[src/rtl/div_unit.sv]
// Iterative radix-2 restoring divider for RV32M DIV/DIVU/REM/REMU.
// Produces one quotient bit per cycle; divide-by-zero and signed overflow take a one-cycle fast path.
module div_unit #(
  parameter int DATA_WIDTH    = 32,
  parameter int ADDR_WIDTH_RF = 5,
  parameter int CNT_WIDTH     = $clog2(DATA_WIDTH) + 1
) (
  input  logic                     clk_i,
  input  logic                     rst_i,
  input  logic                     start_i,
  input  logic [1:0]               op_i,
  input  logic [DATA_WIDTH-1:0]    rs1_data_i,
  input  logic [DATA_WIDTH-1:0]    rs2_data_i,
  input  logic [ADDR_WIDTH_RF-1:0] rd_addr_i,
  output logic                     busy_o,
  output logic                     done_o,
  output logic                     reg_write_en_o,
  output logic [ADDR_WIDTH_RF-1:0] rd_addr_o,
  output logic [DATA_WIDTH-1:0]    rd_data_o
);

  typedef enum logic [1:0] {IDLE, CALC, DONE} state_t;

  state_t state, state_nxt;

  logic [CNT_WIDTH-1:0]     cnt;
  logic [ADDR_WIDTH_RF-1:0] rd_q;
  logic                     sel_rem_q;
  logic                     neg_quo_q;
  logic                     neg_rem_q;
  logic [DATA_WIDTH-1:0]    quo_q;
  logic [DATA_WIDTH-1:0]    rem_q;
  logic [DATA_WIDTH-1:0]    dvs_q;

  logic                     accept;
  logic                     is_signed;
  logic                     div_zero;
  logic                     sgn_ovf;
  logic                     special;
  logic [DATA_WIDTH-1:0]    fast_res;
  logic                     last;
  logic [DATA_WIDTH:0]      rem_sh;
  logic [DATA_WIDTH:0]      diff;
  logic                     take;
  logic [DATA_WIDTH-1:0]    rem_nxt;
  logic [DATA_WIDTH-1:0]    quo_nxt;
  logic [DATA_WIDTH-1:0]    calc_res;

  function automatic logic [DATA_WIDTH-1:0] abs_mag(input logic signed [DATA_WIDTH-1:0] v,
                                                    input logic en);
    logic signed [DATA_WIDTH-1:0] n;
    n = -v;
    return (en && v[DATA_WIDTH-1]) ? DATA_WIDTH'(n) : DATA_WIDTH'(v);
  endfunction

  function automatic logic [DATA_WIDTH-1:0] negate_if(input logic signed [DATA_WIDTH-1:0] v,
                                                      input logic en);
    logic signed [DATA_WIDTH-1:0] n;
    n = -v;
    return en ? DATA_WIDTH'(n) : DATA_WIDTH'(v);
  endfunction

  assign accept    = (state == IDLE) && start_i;
  assign is_signed = ~op_i[0];
  assign div_zero  = (rs2_data_i == '0);
  assign sgn_ovf   = is_signed && (rs1_data_i == {1'b1, {(DATA_WIDTH-1){1'b0}}})
                     && (rs2_data_i == '1);
  assign special   = div_zero || sgn_ovf;

  always_comb begin
    fast_res = '0;
    if (op_i[1]) fast_res = div_zero ? rs1_data_i : '0;
    else         fast_res = div_zero ? '1 : rs1_data_i;
  end

  // Restoring step: shift in next dividend bit, subtract divisor if it fits.
  assign rem_sh  = {rem_q, quo_q[DATA_WIDTH-1]};
  assign diff    = rem_sh - {1'b0, dvs_q};
  assign take    = ~diff[DATA_WIDTH];
  assign rem_nxt = take ? diff[DATA_WIDTH-1:0] : rem_sh[DATA_WIDTH-1:0];
  assign quo_nxt = {quo_q[DATA_WIDTH-2:0], take};
  assign last    = (cnt == CNT_WIDTH'(DATA_WIDTH - 1));

  assign calc_res = sel_rem_q ? negate_if(rem_nxt, neg_rem_q) : negate_if(quo_nxt, neg_quo_q);

  always_comb begin
    state_nxt = state;
    case (state)
      IDLE:    if (start_i) state_nxt = special ? DONE : CALC;
      CALC:    if (last) state_nxt = DONE;
      DONE:    state_nxt = IDLE;
      default: state_nxt = IDLE;
    endcase
  end

  always_ff @(posedge clk_i or posedge rst_i) begin
    if (rst_i) begin
      state     <= IDLE;
      cnt       <= '0;
      rd_addr_o <= '0;
      rd_data_o <= '0;
    end else begin
      state <= state_nxt;
      if (accept) begin
        cnt <= '0;
        if (special) begin
          rd_addr_o <= rd_addr_i;
          rd_data_o <= fast_res;
        end
      end else if (state == CALC) begin
        if (last) begin
          rd_addr_o <= rd_q;
          rd_data_o <= calc_res;
        end else begin
          cnt <= cnt + 1'b1;
        end
      end
    end
  end

  // Operand capture at accept, then iterate on magnitudes.
  always_ff @(posedge clk_i) begin
    if (accept) begin
      rd_q      <= rd_addr_i;
      sel_rem_q <= op_i[1];
      neg_quo_q <= is_signed && (rs1_data_i[DATA_WIDTH-1] ^ rs2_data_i[DATA_WIDTH-1]);
      neg_rem_q <= is_signed && rs1_data_i[DATA_WIDTH-1];
      quo_q     <= abs_mag(rs1_data_i, is_signed);
      dvs_q     <= abs_mag(rs2_data_i, is_signed);
      rem_q     <= '0;
    end else if (state == CALC) begin
      rem_q <= rem_nxt;
      quo_q <= quo_nxt;
    end
  end

  assign busy_o         = (state != IDLE);
  assign done_o         = (state == DONE);
  assign reg_write_en_o = done_o && (rd_addr_o != '0);

endmodule

[config.mk]
export PLATFORM = sky130hd
export DESIGN_NAME = div_unit
export DESIGN_NICKNAME = d
export VERILOG_FILES = /design/src/rtl/div_unit.sv
export SDC_FILE = /design/constraint.sdc
export NUM_CORES = 1
export LEC_CHECK = 0
export CAP_MARGIN = 20
export CORE_AREA = 2 2 146 148
export DETAILED_ROUTE_END_ITERATION = 6
export DIE_AREA = 0 0 148 150
export HOLD_SLACK_MARGIN = 0.03
export PLACE_DENSITY = 0.81
export SLEW_MARGIN = 20
export SYNTH_ARGS = -nofsm -noshare
export SYNTH_HDL_FRONTEND = slang
export SYNTH_SLANG_ARGS = --single-unit
[constraint.sdc]
create_clock -name clk_i -period 5.95 [get_ports clk_i]
set_input_delay 1.19 -clock clk_i [delete_from_list [all_inputs] [get_ports clk_i]]
set_output_delay 1.19 -clock clk_i [all_outputs]
set_load 0.05 [all_outputs]
After elaboration in Yosys (flattened, before gate mapping) --
Index checks and enable logic that the tools add are counted.
Storage, ports and cells: register bits after elaboration 149, latch bits 0, memory bits (writable) 0, bits in read-only memories 0, input bits 74, memories kept 0
Cells by class: $add $sub $neg 6, $mul 0, div/mod/pow operators 0, $lt $le $gt $ge 0, equal/unequal tests 9, shifts and indexed selects 0, muxes and demuxes 26, bitwise gates (word level) 3, reduce and logical (&&, ||, !) cells 17
Operators with widths (count):
- $mux W32 | 15
- $neg A32 Y32 | 4
- $eq A32 B32 Y1 const B | 2
- $sub A33 B32 Y33 | 1
- $logic_not A32 Y1 | 1
- $mux W5 | 4
- $mux W6 | 3
- $logic_and A1 B1 Y1 | 7
- $add A6 B1 Y6 const B | 1
- $eq A6 B5 Y1 const B | 1
- $mux W2 | 3
- $ne A2 B2 Y1 const B | 3
- $reduce_bool A2 Y1 | 3
- $reduce_bool A5 Y1 | 1
- $pmux W2 S2 | 1
- $reduce_and A2 Y1 | 2
- $reduce_and A3 Y1 | 1
- $eq A2 B1 Y1 const B | 1
- $eq A2 B2 Y1 const B | 1
- $logic_not A2 Y1 | 1
- $ne A2 B1 Y1 const B | 1
- $not A1 Y1 | 2
- $logic_or A1 B1 Y1 | 1
- $xor A1 B1 Y1 | 1

Logic depth before layout (Yosys ltp) --
depth after elaboration 8, gate-level depth with buffers 25, mapped depth without buffers 23

Worst setup path before layout --
OpenSTA, ideal clock, no wires.
kind reg2reg, start point register quo_q[31], end point register rd_data_o[30], setup time 0.132 ns, arrival time 4.437 ns, path slack 1.381 ns, stages on the path, launching flop included 25, period minus slack after synthesis 4.569 ns, cells stage by stage edfxtp_1 > inv_1 > ha_1 > inv_1 > fa_1 > a211oi_1 > o211ai_2 > nand3_2 > a2111oi_4 > o21a_1 > nor2_4 > inv_4 > buf_6 > buf_2 > a21oi_1 > ha_1 > nand2_1 > or4_1 > nor2_1 > o21ai_0 > o31ai_2 > o2111ai_1 > o31ai_2 > xnor2_1 > o21ai_1
Between the ends: word-level cells in the longest chain between the ends 8
RTL lines:
- from (decl) | line 31 | logic [DATA_WIDTH-1:0] quo_q;
- from (signal assigned) | line 128 | quo_q <= abs_mag(rs1_data_i, is_signed);
- from (signal assigned) | line 133 | quo_q <= quo_nxt;
- $sub A33 B32 Y33 | line 78 | assign diff = rem_sh - {1'b0, dvs_q};
- $mux W32 / $not A1 Y1 (equally long branches) | line 80, 79
- $neg A32 Y32 | line 59 | n = -v;
- $mux W32 | line 60 | return en ? DATA_WIDTH'(n) : DATA_WIDTH'(v);
- $mux W32 * | line 84 | assign calc_res = sel_rem_q ? negate_if(rem_nxt, neg_rem_q) : negate_if(quo_nxt, neg_quo_q);
- $mux W32 * | line 111 | if (last) begin
- $mux W32 * | line 110 | end else if (state == CALC) begin
- $mux W32 * | line 104 | if (accept) begin
- to (signal assigned) | line 108 | rd_data_o <= fast_res;
- to (signal assigned) | line 113 | rd_data_o <= calc_res;
- to (decl) | line 19 | output logic [DATA_WIDTH-1:0] rd_data_o
Mark *: on every way between the ends. The rest lies on a longest branch, timed or not. The select of a mux whose other input is x is not followed. A chain may end at the register's enable or synchronous reset.

Final worst setup path --
start point register quo_q[31], end point register rd_data_o[26]
The elaborated chain is that of the path after synthesis.

==> run_results.csv <==
group,metric,value,unit
clock_network,h-tree-depth,4,
placement,dp.cells,1788,
synthesis,async_flop_share,0.302,
synthesis,netlist_area,12100,µm²
clock_network,clock_sinks,149,
sta,fin_ws,404,ps
sta,fin_crit,5550,ps
die,ioPinCount,114,
routing,routed_wl,36.6,mm
synthesis,synth_mux_area_frac,0.0277,
final_layout,final_util,0.668,
routing,drtAntennaViolNets,0,
sta,max_freq,0.180,GHz
die,dieHeight,150,µm
die,coreArea,20700,µm²
synthesis,ys_ff_latch,149,
job,cap_violations,0,
die,die-area,22200,µm²
synthesis,yosysUniqueCellTypes,93,
critical_path,cp_max_fo,39,
power_and_ir_drop,switching_share,0.516,
synthesis,synthAdderAreaFrac,0.0544,
routing,drcViolationCount,1,
sta,hold_viol,0,
power_and_ir_drop,ir_drop,0.000594,V
synthesis,synth-simple-area-share,0.196,
synthesis,synth_edf_count,72,
min_path,hp-class,"reg2reg",
critical_path,slowest_delay,460,ps
routing,wl_per_cell,20.1,µm
die,start_util,0.583,
synthesis,syn_inst,1466,
clock_network,post_cts_buffers,0,
clock_network,clkTransAtPathRegs,70,ps
grt,antenna_found_initial,0,
sta,relSlewSlack,0.308,
critical_path,slowest_stage,"a2111oi_4",
critical_path,path_common_cell,"nand2b_1",
synthesis,syn_nets,1579,
final_layout,finalNonFillerCells,1820,
critical_path,crit_type,"reg2reg",
placement,pre_cts_ws,442,ps
placement,hpwlAfterDp,27.3,mm
power_and_ir_drop,comb_power_share,0.615,
power_and_ir_drop,clkPwrFrac,0.128,
power_and_ir_drop,p_total,8.11,mW
critical_path,start_kind,"flop",
sta,finalCritPeriodShare,0.932,
synthesis,synthFlopType,"edfxtp_1",
final_layout,syn2layout_area_growth,14.6,%
critical_path,critical_path_arrival,5860,ps
clock_network,clk_latency,440,ps
clock_network,cts_buffers,17,
grt,grt_max_degree,93,
run_status,status,"finished with violations",
sta,rsz0062_at_grt,"false",
synthesis,synth_top_family_by_area,"compound AO/OA/AOI/OAI gates",
power_and_ir_drop,switchingPower,4.18,mW
routing,viasPerCell,6.49,
grt,grt_overflow_total,0,
grt,grt_pass1_wl,58.0,mm
synthesis,synth-compound-area-share,0.242,
routing,drt_iter0_markers,1249,
final_layout,fin_nets,1645,
critical_path,path_cells,"inv_1, ha_1, inv_1, fa_1, a211oi_1, o211ai_2, nand3_2, a2111oi_4, o21a_2, nor2_4, inv_4, buf_4, ha_1, nand2b_1, nand2b_1, or2_2, nand2b_1, o41ai_1, xor2_1, o221ai_1, o21ai_0, a31oi_1",
power_and_ir_drop,p_seq_frac,0.257,
power_and_ir_drop,p_int,3.93,mW
critical_path,cp.required,6260,ps
clock_network,cts_root_buf,"clkbuf_16",
synthesis,synth-xor-area-share,0.100,
synthesis,synth-seq-area-share,0.326,
final_layout,finish.instance_area,13800,µm²
sta,setup_tns,0,ps
clock_network,postCtsHoldBufs,0,
critical_path,endpoint_kind,"flop",
placement,portBuffers,113,
clock_network,clockBufferDepth,2,
placement,gp_congestion,0.938,
placement,postPlaceCellArea,13300,µm²
grt,grt_usage,0.330,
die,die_x,148,µm
sta,worst_clock_skew,13.7,ps
final_layout,diodes,0,
grt,grt_pass1_vias,10900,
sta,setup-violations-final,0,
final_layout,drive_gt1_frac,0.0583,
synthesis,avgSynthCellArea,8.22,µm²
routing,first_pass_iters,7,
critical_path,cp_num_buf_inv,4,
power_and_ir_drop,power.leakage,5.27,nW
sta,slew_viol_final,0,
routing,dr_total_vias,11800,
power_and_ir_drop,p_per_area,587,nW/µm²
critical_path,critPathTopFamily,"compound AO/OA/AOI/OAI gates",
die,fp-row-count,53,
clock_network,cts_tree,"done",
sta,worst_pin_slew,1040,ps
sta,holdWs,480,ps
run_status,failed_checks,"design-rule violations",
synthesis,synth_warnings,0,
-- layout by cell type (no fill, tap or decap), types with 18 or more instances in the layout --
master / netlist / routed
dfrtp_1: 45 / 45
mux2i_1: 30 / 30
o31ai_1: 30 / 30
nand3_1: 19 / 19
inv_1: 63 / 61
nand2_1: 173 / 172
nor3_1: 36 / 36
a21oi_1: 107 / 107
edfxtp_1: 72 / 72
clkdlybuf4s50_1: 0 / 113
o21ai_0: 152 / 152
ha_1: 38 / 38
nand4_1: 23 / 23
xor2_1: 58 / 58
dfxtp_1: 32 / 32
xnor2_1: 80 / 80
nor2_1: 120 / 120
nor4_1: 18 / 18
-- what timing repair did --
item / 4_1_cts / 5_1_grt
hold endpoints to repair: 0 / 0
resized for setup: 0 / 1
setup endpoints to repair: 0 / 1
-- tightest hold or removal path, stage by stage (launching register included) --
cell and delay (ps):
dfrtp_1 340, nand2_1 40, o21ai_0 60
-- area by class of cell --
class	instances	area [µm²]
clock buffers	17	425
clock inverters	15	124
fillers	1756	6880
inverters	66	253
multi-input cells	1169	7480
flip-flops and latches	149	3930
well taps	275	344
repair buffers	129	1250
-- synthesized netlist by cell type, types with 16 or more instances --
cell type / count / area, µm²
o31ai_1: 30 / 225
nand4_1: 23 / 144
edfxtp_1: 72 / 2160
buf_2: 27 / 135
o21ai_0: 152 / 761
nand3_1: 19 / 95.1
nor2_1: 120 / 450
xnor2_1: 80 / 701
mux2i_1: 30 / 300
ha_1: 38 / 475
dfrtp_1: 45 / 1130
maj3_1: 16 / 160
xor2_1: 58 / 508
dfxtp_1: 32 / 641
inv_1: 63 / 236
clkbuf_1: 44 / 165
a21o_1: 16 / 120
nor4_1: 18 / 113
nor3_1: 36 / 180
nand2_1: 173 / 649
a21oi_1: 107 / 536
-- state kept, by name, summed over array words and instances, names as in the netlist --
register / cells
neg_rem_q: 1
rd_q: 5
quo_q: 32
rd_addr_o: 5
rem_q: 32
cnt: 6
sel_rem_q: 1
rd_data_o: 32
dvs_q: 32
state: 2
neg_quo_q: 1
-- cells by family (layout without fill, tap and decap cells) --
| group | after synthesis | count (layout) |
|---|---|---|
| xor gates and xnor gates | 138 | 138 |
| and+or+nand+nor | 489 | 489 |
| DFF | 149 | 149 |
| muxes | 33 | 33 |
| buffers and inverters | 148 | 227 |
| AOI/OAI and AO/OA | 454 | 454 |
| adders and majority gates | 55 | 55 |
-- path summary, 6_finish.rpt --
check,from,endpoint,slack (ps),depth (start not counted)
worst min-delay path,rd_data_o[0],rd_data_o[0],480,2
worst min register to register,rd_data_o[0],rd_data_o[0],480,2
min in group asynchronous,rst_i,rd_addr_o[1],1200,2
worst max register to register,quo_q[31],rd_data_o[26],400,22
max in group asynchronous,rst_i,rd_data_o[15],4250,2
worst max-delay path,quo_q[31],rd_data_o[26],400,22
-- routing by layer --
metal / global-route usage / part of all wire / vias up
li1: - / - / 5502
met2: 0.542 / 0.48 / 590
met4: 0.129 / 0.034 / 0
met3: 0.0503 / 0.075 / 92
met1: 0.440 / 0.42 / 5624
met5: 0 / 0 / -
-- power by group through the flow --
stage | sequential (mW) | clock, mW | combinational (mW)
2_1_floorplan | 2.30 | 0 | 3.30
3_3_place_gp | 2.07 | 0 | 4.79
3_5_place_dp | 2.08 | 0 | 4.88
4_1_cts | 2.06 | 1.04 | 4.92
5_1_grt | 2.12 | 1.08 | 5.42
6_report | 2.09 | 1.04 | 4.99
No activity file was read; power rests on OpenSTA's default activity.
